<file path="src/rtl/bg_pkg.sv">
// Shared types and constants for the background-picture fetch stage.
package bg_pkg;

  typedef struct packed {
    logic [7:0] a;
    logic [7:0] b;
    logic [7:0] g;
    logic [7:0] r;
  } bg_pix_t;

  localparam int BG_PIX_STEP = 2;

  typedef enum logic [1:0] {
    IDLE  = 2'd0,
    ISSUE = 2'd1,
    WAIT  = 2'd2,
    FLUSH = 2'd3
  } bg_state_t;

endpackage

</file>
<file path="src/rtl/bg_fifo.sv">
// Synchronous pixel FIFO; only the pointers are reset, storage is left as-is.
module bg_fifo #(
  parameter int DEPTH = 8,
  parameter int W     = 32
) (
  input  logic                     clk_25,
  input  logic                     RESET_L,
  input  logic                     push,
  input  logic [W-1:0]             wdata,
  input  logic                     pop,
  input  logic                     flush,
  output logic [W-1:0]             rdata,
  output logic                     empty,
  output logic                     full,
  output logic [$clog2(DEPTH):0]   count
);

  localparam int AW = $clog2(DEPTH);

  logic [W-1:0] mem [DEPTH];
  logic [AW:0]  wptr;
  logic [AW:0]  rptr;
  logic         do_push;
  logic         do_pop;

  assign count   = wptr - rptr;
  assign empty   = (count == '0);
  assign full    = (count == (AW+1)'(DEPTH));
  assign do_pop  = pop & ~empty;
  // A push into a full FIFO is still accepted when a pop frees the head slot.
  assign do_push = push & (~full | do_pop);
  assign rdata   = mem[rptr[AW-1:0]];

  always_ff @(posedge clk_25) begin
    if (do_push) mem[wptr[AW-1:0]] <= wdata;
  end

  always_ff @(posedge clk_25 or negedge RESET_L) begin
    if (!RESET_L) begin
      wptr <= '0;
      rptr <= '0;
    end else if (flush) begin
      wptr <= '0;
      rptr <= '0;
    end else begin
      if (do_push) wptr <= wptr + (AW+1)'(1);
      if (do_pop)  rptr <= rptr + (AW+1)'(1);
    end
  end

endmodule

</file>
<file path="src/rtl/bg_pixel_prefetch.sv">
// Background-picture fetch: one SDRAM read in flight, pixel FIFO, one pop per
// active ce_pix, restart at address 0 on every vs rise.
module bg_pixel_prefetch
  import bg_pkg::*;
#(
  parameter int FIFO_DEPTH = 8,
  parameter int ADDR_W     = 24,
  parameter int PIX_STEP   = BG_PIX_STEP
) (
  input  logic                          clk_25,
  input  logic                          RESET_L,
  input  logic                          bg_enable,
  input  logic                          ce_pix,
  input  logic                          hblank,
  input  logic                          vblank,
  input  logic                          vs,
  output logic [ADDR_W-1:0]             sd_addr,
  output logic                          sd_req,
  input  logic                          sd_ack,
  input  logic [31:0]                   sd_dout,
  output logic [7:0]                    bg_r,
  output logic [7:0]                    bg_g,
  output logic [7:0]                    bg_b,
  output logic [7:0]                    bg_a,
  output logic                          underflow,
  output bg_state_t                     dbg_state,
  output logic [$clog2(FIFO_DEPTH):0]   dbg_fifo_count
);

  localparam int CW = $clog2(FIFO_DEPTH) + 1;

  bg_state_t   state_q;
  bg_state_t   state_d;
  logic        vs_d;
  logic        vs_rise;
  logic        active;
  logic        fifo_push;
  logic        fifo_pop;
  logic        fifo_flush;
  logic        fifo_empty;
  logic        fifo_full;
  logic [31:0] fifo_rdata;
  logic [CW-1:0] fifo_count;
  logic        addr_clr;
  logic        addr_inc;
  bg_pix_t     pix_q;

  assign vs_rise    = ce_pix & vs & ~vs_d;
  assign active     = ce_pix & ~hblank & ~vblank;
  assign fifo_pop   = bg_enable & active & ~fifo_empty;
  assign fifo_flush = vs_rise | ~bg_enable;

  bg_fifo #(.DEPTH(FIFO_DEPTH), .W(32)) u_fifo (
    .clk_25  (clk_25),
    .RESET_L (RESET_L),
    .push    (fifo_push),
    .wdata   (sd_dout),
    .pop     (fifo_pop),
    .flush   (fifo_flush),
    .rdata   (fifo_rdata),
    .empty   (fifo_empty),
    .full    (fifo_full),
    .count   (fifo_count)
  );

  always_ff @(posedge clk_25 or negedge RESET_L) begin
    if (!RESET_L) state_q <= IDLE;
    else          state_q <= state_d;
  end

  // sd_req is a one-cycle pulse carrying sd_addr; the single matching sd_ack
  // pulse (with sd_dout) may come any number of cycles later. Only ISSUE may
  // request, and only with a free FIFO slot, so a read never lands on a full FIFO.
  always_comb begin
    state_d   = state_q;
    sd_req    = 1'b0;
    fifo_push = 1'b0;
    addr_clr  = 1'b0;
    addr_inc  = 1'b0;
    case (state_q)
      IDLE: begin
        addr_clr = 1'b1;
        if (bg_enable) state_d = ISSUE;
      end
      ISSUE: begin
        if (!bg_enable) begin
          state_d = IDLE;
        end else if (vs_rise) begin
          addr_clr = 1'b1;
        end else if (!fifo_full) begin
          sd_req  = 1'b1;
          state_d = WAIT;
        end
      end
      WAIT: begin
        if (!bg_enable) begin
          state_d = sd_ack ? IDLE : FLUSH;
        end else if (vs_rise) begin
          addr_clr = 1'b1;
          state_d  = sd_ack ? ISSUE : FLUSH;
        end else if (sd_ack) begin
          fifo_push = 1'b1;
          addr_inc  = 1'b1;
          state_d   = ISSUE;
        end
      end
      FLUSH: begin
        // The in-flight read belongs to a discarded picture position; absorb it.
        if (sd_ack) begin
          addr_clr = 1'b1;
          state_d  = bg_enable ? ISSUE : IDLE;
        end else if (vs_rise) begin
          addr_clr = 1'b1;
        end
      end
      default: state_d = IDLE;
    endcase
  end

  always_ff @(posedge clk_25 or negedge RESET_L) begin
    if (!RESET_L) begin
      sd_addr <= '0;
    end else if (addr_clr) begin
      sd_addr <= '0;
    end else if (addr_inc) begin
      sd_addr <= sd_addr + ADDR_W'(PIX_STEP);
    end
  end

  always_ff @(posedge clk_25 or negedge RESET_L) begin
    if (!RESET_L) begin
      vs_d      <= 1'b0;
      pix_q     <= '0;
      underflow <= 1'b0;
    end else begin
      if (ce_pix) vs_d <= vs;
      if (!bg_enable) begin
        pix_q <= '0;
      end else if (active) begin
        pix_q <= fifo_empty ? bg_pix_t'('0) : bg_pix_t'(fifo_rdata);
      end
      if (vs_rise) begin
        underflow <= 1'b0;
      end else if (bg_enable && active && fifo_empty) begin
        underflow <= 1'b1;
      end
    end
  end

  assign bg_a           = pix_q.a;
  assign bg_b           = pix_q.b;
  assign bg_g           = pix_q.g;
  assign bg_r           = pix_q.r;
  assign dbg_state      = state_q;
  assign dbg_fifo_count = fifo_count;

endmodule

</file>
<file path="config.mk">
export PLATFORM = sky130hd
export DESIGN_NAME = bg_pixel_prefetch
export DESIGN_NICKNAME = d
export VERILOG_FILES = /design/src/rtl/bg_pkg.sv /design/src/rtl/bg_fifo.sv /design/src/rtl/bg_pixel_prefetch.sv
export SDC_FILE = /design/constraint.sdc
export NUM_CORES = 1
export LEC_CHECK = 0
export ABC_AREA = 1
export ABC_CLOCK_PERIOD_IN_PS = 5600
export CELL_PAD_IN_SITES_DETAIL_PLACEMENT = 1
export CELL_PAD_IN_SITES_GLOBAL_PLACEMENT = 1
export CORE_ASPECT_RATIO = 1.75
export CORE_MARGIN = 10
export CORE_UTILIZATION = 45
export CTS_CLUSTER_DIAMETER = 50
export CTS_CLUSTER_SIZE = 28
export DETAILED_ROUTE_END_ITERATION = 10
export DONT_BUFFER_PORTS = 1
export GPL_TIMING_DRIVEN = 0
export HOLD_SLACK_MARGIN = 0.12
export PLACE_DENSITY_LB_ADDON = 0.1
export SLEW_MARGIN = 15
export SYNTH_ARGS = -nofsm -noshare
export SYNTH_HDL_FRONTEND = slang
export SYNTH_SLANG_ARGS = --single-unit
</file>
<file path="constraint.sdc">
create_clock -name clk_25 -period 5.6 [get_ports clk_25]
set_input_delay 1.68 -clock clk_25 [delete_from_list [all_inputs] [get_ports clk_25]]
set_output_delay 1.68 -clock clk_25 [all_outputs]
set_load 0.05 [all_outputs]
</file>
# Word-level counts from Yosys, hierarchy flattened
# Memory sizes are Yosys's and may differ from the RTL's.
# Cells that the tools add are included.
[classes]
n_eq_ne = 10
bitwise_logic = 16
n_reduce_logical = 10
muxes = 37
n_addsub = 4
[ops]
columns = ["op", "n"]
rows = [
  ["$mux W32", 3],
  ["$mux W24", 2],
  ["$add A24 B2 Y24 const B", 1],
  ["$mux W2", 10],
  ["$mux W1", 16],
  ["$mux W4", 4],
  ["$add A4 B1 Y4 const B", 2],
  ["$and A1 B1 Y1", 8],
  ["$pmux W2 S4", 1],
  ["$reduce_bool A2 Y1", 4],
  ["$ne A3 B3 Y1 const B", 2],
  ["$not A1 Y1", 6],
  ["$reduce_and A5 Y1", 1],
  ["$eq A2 B2 Y1 const B", 2],
  ["$eq A4 B4 Y1 const B", 1],
  ["$logic_not A4 Y1", 1],
  ["$ne A2 B2 Y1 const B", 2],
  ["$ne A4 B4 Y1 const B", 1],
  ["$sub A4 B4 Y4", 1],
  ["$pmux W1 S3", 1],
  ["$eq A2 B1 Y1 const B", 1],
  ["$logic_and A1 B1 Y1", 2],
  ["$logic_not A2 Y1", 1],
  ["$ne A2 B1 Y1 const B", 1],
  ["2 further kinds", 3],
]
[totals]
ff_bits = 68
n_memories = 1
word_cells = 88
out_inout_bits = 64
ramBits = 256
input_bits = 40
[memory_table]
columns = ["name", "words", "width", "rd", "rd_ports_with_merged_regs", "wr", "line", "rtl"]
rows = [
  ["u_fifo.mem", 8, 32, 1, 0, 1, "bg_fifo.sv:20", "logic [W-1:0] mem [DEPTH];"],
]

# Depth between registers and ports, before layout
# Gate-level depths: netlist (run 1).
[depth]
word_depth = 10
ltp_mapped = 12
mapped_depth_nobuf = 11

# Hierarchy
# From an unflattened synthesis (run 1), not the netlist that was laid out.
[unflattened]
cells_unflattened = 1204
hier_area_um2 = 13519.2
[by_module_without_submodules]
columns = ["module", "cells_each", "seq_area_each_um2", "area_each_um2", "instances"]
rows = [
  ["bg_fifo", 812, 7887.6, 10505.1, 1],
  ["bg_pixel_prefetch", 392, 1476.4, 3014.1, 1],
]

# Worst setup path before layout (run 1)
# No wires, ideal clock.
[synth_path]
path_kind = "register to register"
start = "register u_fifo.rptr[1]"
end = "memory u_fifo.mem[5][0] (enable)"
setup_ps = 461
stages_incl_launch_ff = 10
t_required_ps = 5139
t_arrival_ps = 4690
period_less_slack_ps = 5151
setup_slack_ps = 449
path_buffers = 2
cell_sequence = "dfrtp_1 inv_2 buf_2 buf_2 fa_1 xor2_1 nor2_2 nand3_1 nand2_2 nor3_1"
[synth_between]
elab_chain_len = 9
word_cells_on_any_way = 11
classes_between = "add/sub (1); eq/ne (1); mux (2); bitwise (6); reduce/logical (1)"
[synth_lines]
columns = ["item", "line", "rtl"]
rows = [
  ["start: declaration", "bg_fifo.sv:22", "logic [AW:0] rptr;"],
  ["start signal: assignment", "bg_fifo.sv:47", "if (do_pop) rptr <= rptr + (AW+1)'(1);"],
  ["$sub A4 B4 Y4 *", "bg_fifo.sv:26", "assign count = wptr - rptr;"],
  ["net dbg_fifo_count[2]", "bg_pixel_prefetch.sv:27", "output logic [$clog2(FIFO_DEPTH):0] dbg_fifo_count"],
  ["$logic_not A4 Y1", "bg_fifo.sv:27", "assign empty = (count == '0);"],
  ["$not A1 Y1", "bg_fifo.sv:29, bg_pixel_prefetch.sv:50", ""],
  ["$and A1 B1 Y1", "bg_pixel_prefetch.sv:50", "assign fifo_pop = bg_enable & active & ~fifo_empty;"],
  ["$and A1 B1 Y1", "bg_fifo.sv:29", "assign do_pop = pop & ~empty;"],
  ["$or A1 B1 Y1 *", "bg_fifo.sv:31", "assign do_push = push & (~full | do_pop);"],
  ["$and A1 B1 Y1 *", "bg_fifo.sv:31", ""],
  ["$mux W1 *", "bg_fifo.sv:35", "if (do_push) mem[wptr[AW-1:0]] <= wdata;"],
  ["$mux W1 (implied by the code) *", "bg_fifo.sv:35", ""],
  ["end: declaration", "bg_fifo.sv:20", ""],
]
# The timed path passes the listed nets; every way through them passes the cells marked *.

# Worst setup path in the final report (run 1)
[layout_path]
start = "register u_fifo.rptr[2]"
end = "output port sd_req"
[layout_between]
elab_chain_len = 6
[layout_lines]
columns = ["item", "line", "rtl"]
rows = [
  ["$sub A4 B4 Y4", "bg_fifo.sv:26", ""],
  ["net dbg_fifo_count[2]", "bg_pixel_prefetch.sv:27", ""],
  ["$eq A4 B4 Y1", "bg_fifo.sv:28", "assign full = (count == (AW+1)'(DEPTH));"],
  ["$mux W1", "bg_pixel_prefetch.sv:90", "end else if (!fifo_full) begin"],
  ["$mux W1", "bg_pixel_prefetch.sv:88", "end else if (vs_rise) begin"],
  ["$mux W1", "bg_pixel_prefetch.sv:86", "if (!bg_enable) begin"],
  ["$mux W1", "bg_pixel_prefetch.sv:80", "case (state_q)"],
  ["end: declaration", "bg_pixel_prefetch.sv:18", "output logic sd_req,"],
]
# The timed path passes the listed nets, and every way through them passes these cells.

==> results.md, run 1 <==
- Status: completed
- Share of layout cells above drive strength 1: approximately a tenth
- Hold crit path type: reg -> reg
- Cts hold-fix bufs: 0
- Worst R2R End: u_fifo.mem[3][16]
- Area growth syn-to-layout: 11.4%
- Final setup viols: 0
- Post-synthesis simple-gate area fraction: 21.6%
- Critical path class: reg -> out
- Die height: about 250 µm
- Grt ovf: 0
- Syn Inst Count: 1262
- Die area: 38400 µm²
- Sequential-to-total area share from yosys stat: between 60% and 70%
- CTS Buf Count: 23
- Async S/R FF share, synth: about a fifth
- EDFF count, synth: 256
- # IOs: roughly 100
- MaxCap Viol Count: 0
- CTS tree: yes
- CP startpoint: u_fifo.rptr[2]
- Total Wirelength: between 40 and 50 mm
- PD cells: 317 nW/µm²
- CTS max path bufs: 3
- Largest family of logic cells by synthesized area: simple AND/OR/NAND/NOR gates
- Antenna violations before repair: 0
- Detail Placement HPWL: 28.8 mm
- Synth Register Bits: approximately 320
- Clk Latency, worst-skew pair: between 500 and 600 ps
- Crit end category: primary output
- Netlist Area Pre-Place: 13800 µm²
- Final GP Congestion: 0.883
- Final core occ: around half
- Flop-to-flop setup slack: 1000 ps
- Post-DRT Antenna Nets: 0
- First drt pass iteration count: 4
- Metal3 WL: 2.09 mm
- Post-synthesis mux area share: 0%
- Post-CTS sizing: 0
- Initial core utilization: 45.9%
- Post-synthesis compound-gate area fraction: 4.53%
- WL met1: 14.7 mm
- CP startpoint kind: register
- Rows: 84
- Total Routing Usage GR: between 20% and 30%
- Nets: about 1400
- Most common cell after layout, fill and taps aside: nand2_1
- Xor and xnor area share after synthesis: 0.570%
- Core area: between 30000 and 40000 µm²
- Distinct cells, synth: 39
- Post-CTS setup repair buffer count: 0
- Routed WL per cell: between 20 and 25 µm
- Largest net degree at the start of global routing: ~70
- Met2 wire length: 23.0 mm
- DR vias: around 9600
- Slew HR: around 26%
- Tcrit/Tclk final: 96.1%
- Vias per cell: around 5.6
- Period minus WS final: between 5000 and 6000 ps
- Clk sink count: about 320
- Synth warn: 0
- Top FF cell, synth: edfxtp_1
- Via count of the first global-routing pass: ~10000
- Unrepaired setup endpoints after global routing: false
- Worst EP required: approximately 3900 ps
- Adder-cell share of the synthesized area: 1.14%
- Slew Limit Fails: 0
- First-pass GRT wire length: 62.4 mm
- Chip width: around 150 µm
- CTS clock-pin slew for the worst setup and hold paths: 90 ps
- H-tree Lvls: 1
- Clk_skew: 28.0 ps
- Hold slack: 587 ps
- Commonest cells after routing, fill and taps aside: nand2_1, edfxtp_1, nand3_1
- Residual DRC: 0
- Root buffer cell: clkbuf_16
- Critical R2R Launch: u_fifo.rptr[2]
- Top sig layer: met4
- WP data arrival: between 3000 and 4000 ps
- Setup crit end: sd_req
- First DRT Iteration DRCs: between 500 and 600
- Fmax: 186 MHz
- PortBufs: 0
- Antenna diodes: 0
- Mean Syn Cell Area: roughly 11 µm²
- Max VDD drop: 0.248 mV
- Crit-path max FO: 10
- Lkg Pwr: 5.79 nW
- Post-Syn Nets: about 1300
- Final Hold Fails: 0
- Worst Reg-to-Reg Cells: 11
- Slew @ Worst Pin: 1110 ps
## critical path, stage by stage (launching register included)
cell and delay (ps):
dfrtp_1 370, buf_2 220, inv_1 280, buf_2 370, ha_1 330, xor2_1 890
nor2_2 140, nand2_1 130, nand3_1 90, inv_1 330
## registers in the layout (all words and copies together), names as in the netlist
name         flops
bg_a             8
bg_b             8
bg_g             8
bg_r             8
dbg_state        2
sd_addr         23
u_fifo.mem     256
u_fifo.rptr      4
u_fifo.wptr      4
underflow        1
vs_d             1
## Yosys cell counts, types with 3 or more instances
cell type	number	area (µm²)
a21oi_1	74	370
o21ai_0	7	35.0
nor2_1	45	169
dfrtp_1	67	1680
nand3_1	200	1000
xor2_1	9	78.8
edfxtp_1	256	7690
inv_2	4	15.0
buf_6	14	158
or2_0	32	200
clkbuf_1	11	41.3
nor2_2	3	18.8
buf_4	7	52.6
buf_2	31	155
inv_1	43	161
o21ai_1	34	170
nand4_1	17	106
nand2_1	368	1380
nor3_1	6	30.0
ha_1	11	138
## cell families after synthesis
kind of cell    after synthesis
fa+ha+maj                    12
compound gates              122
buf+inv                     114
other cells                   1
simple gates                681
flops                       323
xor+xnor                      9
## worst min path at each step
stage / startpoint / to / slack (ps) / cells past startpoint
after floorplan: u_fifo.wptr[0] / u_fifo.wptr[0] / 520 / 2
after global placement: u_fifo.wptr[3] / u_fifo.wptr[3] / 560 / 2
after detailed placement: u_fifo.wptr[3] / u_fifo.wptr[3] / 570 / 2
after CTS: u_fifo.wptr[3] / u_fifo.wptr[3] / 590 / 2
after global routing: u_fifo.wptr[0] / u_fifo.wptr[0] / 640 / 2
final: u_fifo.wptr[3] / u_fifo.wptr[3] / 590 / 2
## area by class of cell
type	instances	area (µm²)
plain buffers	66	429
clock buffers	24	579
clock inverters	17	248
fillers	3230	14800
inverters	48	181
multi-input cells	825	3910
flip-flops and latches	323	9360
well taps	387	484
repair buffers	17	209
## power breakdown
| part | leakage (nW) | switching, mW | internal, mW |
|---|---|---|---|
| Combinational | 2.17 | 0.262 | 0.0979 |
| Sequential | 3.23 | 0.0609 | 2.61 |
| Clock | 0.394 | 0.938 | 0.907 |
## per-stage QoR
stage	std cells	total power [mW]	area, µm²	TNS (ps)	setup slack (ps)
2_1_floorplan	1262	2.97	13800	0	449
3_3_place_gp	1649	3.08	14300	-380410	-2860
3_5_place_dp	1666	3.09	14600	0	730
4_1_cts	1707	4.91	15400	0	93.8
5_1_grt	1707	5.04	15400	0	23.6
6_report	1707	4.88	15400	0	218
## routing by layer
layer  up-vias  global-route usage, %
met4         0                   6.59
met5         -                      0
li1       4431                      -
met3        61                   4.14
met1      4923                   21.3
met2       201                   41.0
No activity file was read; power rests on OpenSTA's default activity.
==> inputs of run 2 (changes only) <==
--- a/config.mk
+++ b/config.mk
@@ -9,7 +9,6 @@
 export ABC_CLOCK_PERIOD_IN_PS = 5600
 export CELL_PAD_IN_SITES_DETAIL_PLACEMENT = 1
 export CELL_PAD_IN_SITES_GLOBAL_PLACEMENT = 1
-export CORE_ASPECT_RATIO = 1.75
 export CORE_MARGIN = 10
 export CORE_UTILIZATION = 45
 export CTS_CLUSTER_DIAMETER = 50
==> run 2 against run 1 <==
Against the previous run: highest routed layer unchanged; maximum frequency is 0.75% higher; via count is 0.77% lower; non-clock buffer count unchanged; clock-buffer cell count is 15 higher; sequential power about the same; utilization grew 0.87 points; largest cell class unchanged; wire length fell by 3.2%.
==> results.md, run 2 (synthesis gave the netlist of run 1 again) <==
- Status: completed
- Commonest cells after routing, fill and taps aside: nand2_1, edfxtp_1, nand3_1
- DR vias: between 9000 and 10000
- Top sig layer: met4
- Critical R2R Launch: u_fifo.rptr[2]
- Largest register FFs: 256
- Hold slack: approximately 590 ps
- Total Wirelength: around 40 mm
- Lkg Pwr: 5.98 nW
- Setup crit end: sd_req
- CP startpoint: u_fifo.rptr[2]
- Placed Cells: about 1700
- First DRT Iteration DRCs: ~570
- Grt ovf: 0
- Initial core utilization: between 40% and 50%
- Nets: around 1400
- Slew HR: between 20% and 30%
- Flop-to-flop setup slack: 890 ps
- Slew Limit Fails: 0
- Slew @ Worst Pin: about 1200 ps
- Final setup viols: 0
- Chip width: 195 µm
- Design area: about 16000 µm²
- WL met1: ~17 mm
- Total chip power: 5.43 mW
- Worst EP required: about 3900 ps
- Detail Placement HPWL: ~27 mm
- Die height: approximately 200 µm
- Post-DRT Antenna Nets: 0
- Vias per cell: 5.49
- Antenna violations before repair: 0
- TNS Setup: 0 ps
- First-pass GRT wire length: a little over 60 mm
- Crit end category: primary output
- Tcrit/Tclk final: a little over nine tenths
- PortBufs: 0
- Crit-path max FO: 10
- Via count of the first global-routing pass: ~10000
- Non-filler cells, final: between 1500 and 2000
- Worst setup margin: about 260 ps
- Unrepaired setup endpoints after global routing: false
- Pre-CTS WS: 812 ps
- Total Routing Usage GR: between 20% and 30%
- Fmax: 187 MHz
- Cts hold-fix bufs: 0
- H-tree Lvls: 2
- Residual DRC: 0
- Period minus WS final: between 5000 and 6000 ps
- Area growth syn-to-layout: 14.3%
- Antenna diodes: 0
- Max VDD drop: ~0.22 mV
- PD cells: 343 nW/µm²
- Final Hold Fails: 0
- Clk_skew: around 16 ps
- Cell Area, Placed: between 10000 and 15000 µm²
- # fillers: between 3000 and 4000
- Largest net degree at the start of global routing: between 60 and 70
- MaxCap Viol Count: 0
- Met2 wire length: 19.4 mm
- # IOs: 104
- Worst R2R End: u_fifo.mem[1][5]
- CP max stage cell: xor2_1
- Hold crit path type: reg -> reg
- Routed WL per cell: ~23 µm
- Die area: 38200 µm²
- Core area: 30400 µm²
- Clk Latency, worst-skew pair: 520 ps
- Post-CTS sizing: 0
- Final core occ: 52.0%
- CTS max path bufs: 3
- CP startpoint kind: register
- Most common cell after layout, fill and taps aside: nand2_1
- CP max stage delay: slightly above 900 ps
- Clk sink count: about 320
- Cell chain of the critical path: buf_2 > inv_1 > buf_2 > ha_1 > xor2_1 > nor2_2 > nand2_1 > nand3_1 > inv_1
- Post-CTS setup repair buffer count: 0
- CTS tree: yes
- Metal3 WL: 2.40 mm
- Final GP Congestion: between 0.8 and 0.9
- Critical path class: reg -> out
- Share of layout cells above drive strength 1: between 10 and 15%
- First drt pass iteration count: 4
- Rows: 64
- Root buffer cell: clkbuf_16
- WP data arrival: approximately 3700 ps
- Worst Reg-to-Reg Cells: 12
- CTS Buf Count: 36
- CTS clock-pin slew for the worst setup and hold paths: roughly 60 ps
run 2: changes by cell type in the layout (fill, tap and decap cells not counted), sizes merged:
cell      change
clkinvlp      +3
bufinv        +1
clkbuf       +15
clkinv        +3
inv           +1
run 2: worst max-delay path, delay by kind of cell (launching register included):
family                   cells  cell delay, ps
XOR/XNOR                     1             920
adder cells (fa/ha/maj)      1             330
buffers and inverters        4            1210
flip-flops                   1             360
AND/OR/NAND/NOR              3             330
run 2: where the power goes:
| group | switching (mW) | leakage [nW] | total (mW) | internal [mW] |
|---|---|---|---|---|
| clock | 1.02 | 0.577 | 2.39 | 1.38 |
| sequential | 0.0610 | 3.23 | 2.68 | 2.62 |
| combinational | 0.259 | 2.17 | 0.357 | 0.0980 |
run 2: worst min-delay path by stage:
stage | startpoint | to | slack (ps) | cells past startpoint
4_1_cts | u_fifo.wptr[0] | u_fifo.wptr[0] | 570 | 2
5_1_grt | u_fifo.wptr[0] | u_fifo.wptr[0] | 620 | 2
3_3_place_gp | u_fifo.wptr[0] | u_fifo.wptr[0] | 550 | 2
2_1_floorplan | u_fifo.wptr[0] | u_fifo.wptr[0] | 520 | 2
3_5_place_dp | u_fifo.wptr[0] | u_fifo.wptr[0] | 560 | 2
6_report | vs_d | vs_d | 590 | 2
run 2: layout make-up:
type	count	area, µm²	area share, %
inverters	48	181	1.15
flip-flops and latches	323	9360	59.2
well taps	396	495	3.13
clock buffers	39	933	5.90
repair buffers	17	228	1.44
plain buffers	66	429	2.71
clock inverters	25	265	1.68
multi-input cells	825	3910	24.7
run 2: metal layers:
layer / track usage [%] / vias to the layer above
li1: - / 4475
met1: 26.0 / 4778
met2: 34.8 / 228
met3: 4.28 / 61
met4: 5.57 / 0
met5: 0 / -
==> inputs of run 3 (changes only) <==
--- a/config.mk
+++ b/config.mk
@@ -7,6 +7,7 @@
 export LEC_CHECK = 0
 export ABC_AREA = 1
 export ABC_CLOCK_PERIOD_IN_PS = 5600
+export BUFFER_PORTS_ARGS = -buffer_cell sky130_fd_sc_hd__buf_2
 export CELL_PAD_IN_SITES_DETAIL_PLACEMENT = 1
 export CELL_PAD_IN_SITES_GLOBAL_PLACEMENT = 1
 export CORE_MARGIN = 10
@@ -14,7 +15,6 @@
 export CTS_CLUSTER_DIAMETER = 50
 export CTS_CLUSTER_SIZE = 28
 export DETAILED_ROUTE_END_ITERATION = 10
-export DONT_BUFFER_PORTS = 1
 export GPL_TIMING_DRIVEN = 0
 export HOLD_SLACK_MARGIN = 0.12
 export PLACE_DENSITY_LB_ADDON = 0.1
==> run 3 against run 2 <==
Against the previous run: global-route usage grew 0.86 points; non-clock buffer count grew 103; sequential share of layout area shrank 2.4 points; flip-flop and latch count is the same; first-iteration DRC count grew 34%; wire length grew 3.8%; combinational power grew 31%; clock power grew 7%.
==> results.md, run 3 (synthesis gave the netlist of run 1 again) <==
- Status: completed
- Cell Area, Placed: between 15000 and 20000 µm²
- Slew @ Worst Pin: ~800 ps
- Pint: around 4.2 mW
- Sequential Power Share: 46.6%
- Chip width: 195 µm
- Antenna violations before repair: 1
- Total Routing Usage GR: 21.3%
- CP startpoint kind: register
- Detail Placement HPWL: 27.8 mm
- Max VDD drop: about 0.28 mV
- Worst EP required: between 3000 and 4000 ps
- Non-filler cells, final: 1848
- Most common cell after layout, fill and taps aside: nand2_1
- Combinational Power Share: under 10%
- Hold slack: 488 ps
- Crit-path max FO: 11
- Clk_skew: 24.2 ps
- Worst R2R End: u_fifo.mem[0][18]
- PortBufs: roughly 100
- Hold crit path type: reg -> reg
- # fillers: around 3300
- Tcrit/Tclk final: a little over four fifths
- Area growth syn-to-layout: 19.1%
- Via count of the first global-routing pass: approximately 11000
- Slew HR: approximately 46%
- Initial core utilization: 45.5%
- Vias per cell: roughly 5.5
- Die height: around 200 µm
- WP data arrival: 3040 ps
- Post-CTS sizing: 0
- First drt pass iteration count: 5
- Final Hold Fails: 0
- Routed WL per cell: roughly 22 µm
- Share of layout cells above drive strength 1: a little under a fifth
- TNS Setup: 0 ps
- Lkg Pwr: roughly 6.6 nW
- CTS Buf Count: 38
- Placed Cells: around 1800
- Nets: ~1500
- Worst Hold End: underflow
- # IOs: approximately 100
- Residual DRC: 0
- First-pass GRT wire length: ~63 mm
- Rows: 64
- Worst setup margin: between 800 and 900 ps
- Design area: around 16000 µm²
- H-tree Lvls: 2
- Critical R2R Launch: u_fifo.rptr[2]
- Cts hold-fix bufs: 0
- Largest net degree at the start of global routing: 40
- Flop-to-flop setup slack: roughly 1700 ps
- CTS max path bufs: 3
- PD cells: 343 nW/µm²
- Core area: about 30000 µm²
- DR vias: a little over 10000
- Hold Crit Depth: 1
- Area of the multi-input gates: a little under 4000 µm²
- Die area: around 38000 µm²
- Switching power of the nets: approximately 1.5 mW
- Antenna diodes: 0
- Post-CTS setup repair buffer count: 0
- First DRT Iteration DRCs: approximately 770
- Post-DRT Antenna Nets: 0
- Register Area: 9360 µm²
- Fmax: roughly 210 MHz
- Final GP Congestion: slightly above 0.8
- Unrepaired setup endpoints after global routing: false
- Commonest cells after routing, fill and taps aside: nand2_1, edfxtp_1, nand3_1
- Pre-CTS WS: 1280 ps
- CTS tree: yes
- Total Wirelength: around 41 mm
- Clk sink count: roughly 320
- Hold Startpoint: underflow
- Slew Limit Fails: 0
- Sw frac: roughly a quarter
- Critical path class: reg -> out
- Final setup viols: 0
- CTS clock-pin slew for the worst setup and hold paths: about 60 ps
- Clock power share: 45.1%
- Grt ovf: 0
- Largest register FFs: around 260
- Root buffer cell: clkbuf_16
- Total chip power: roughly 5.6 mW
- Worst Reg-to-Reg Cells: 12
- Final core occ: 54.1%
- MaxCap Viol Count: 0
- Period minus WS final: approximately 4700 ps
- Crit end category: primary output
- Clk Latency, worst-skew pair: ~540 ps
run 3: final cells by class:
cell class              instances  share of cell area (%)
clock buffers                  42                    6.25
well taps                     396                    3.01
plain buffers                  66                    2.60
repair buffers                120                    4.69
flip-flops and latches        323                    56.8
clock inverters                28                    1.78
inverters                      48                    1.10
multi-input cells             825                    23.7
run 3: power by group through the flow:
stage	Sequential, mW	Clock (mW)	Combinational, mW
2_1_floorplan	2.72	0	0.246
3_3_place_gp	2.68	0	0.444
3_5_place_dp	2.69	0	0.465
4_1_cts	2.64	2.59	0.467
5_1_grt	2.64	2.68	0.514
6_report	2.63	2.55	0.466
run 3: worst max path at each step:
| stage | start | endpoint | cells past startpoint |
|---|---|---|---|
| floorplan | u_fifo.rptr[1] | u_fifo.mem[5][0] | 9 |
| global placement | ce_pix | u_fifo.mem[1][10] | 6 |
| detailed placement | bg_enable | sd_req | 7 |
| CTS | u_fifo.rptr[1] | sd_req | 10 |
| global route | u_fifo.rptr[1] | sd_req | 10 |
| finish | u_fifo.rptr[1] | sd_req | 10 |
run 3: critical path, stage by stage (launching register included):
cell     delay, ps
dfrtp_1        480
inv_2           90
buf_2          240
buf_2          380
fa_1           490
or2_0          250
nor2_2         190
nand2_1         70
nand3_1         60
inv_1           40
buf_2          200
run 3: layer usage:
| layer | global-route usage [%] | part of all wire, % | vias to the layer above |
|---|---|---|---|
| li1 | - | - | 4700 |
| met3 | 3.72 | 5.2 | 74 |
| met5 | 0 | 0.032 | - |
| met2 | 36.2 | 49 | 250 |
| met1 | 26.8 | 42 | 5111 |
| met4 | 7.75 | 3.1 | 2 |
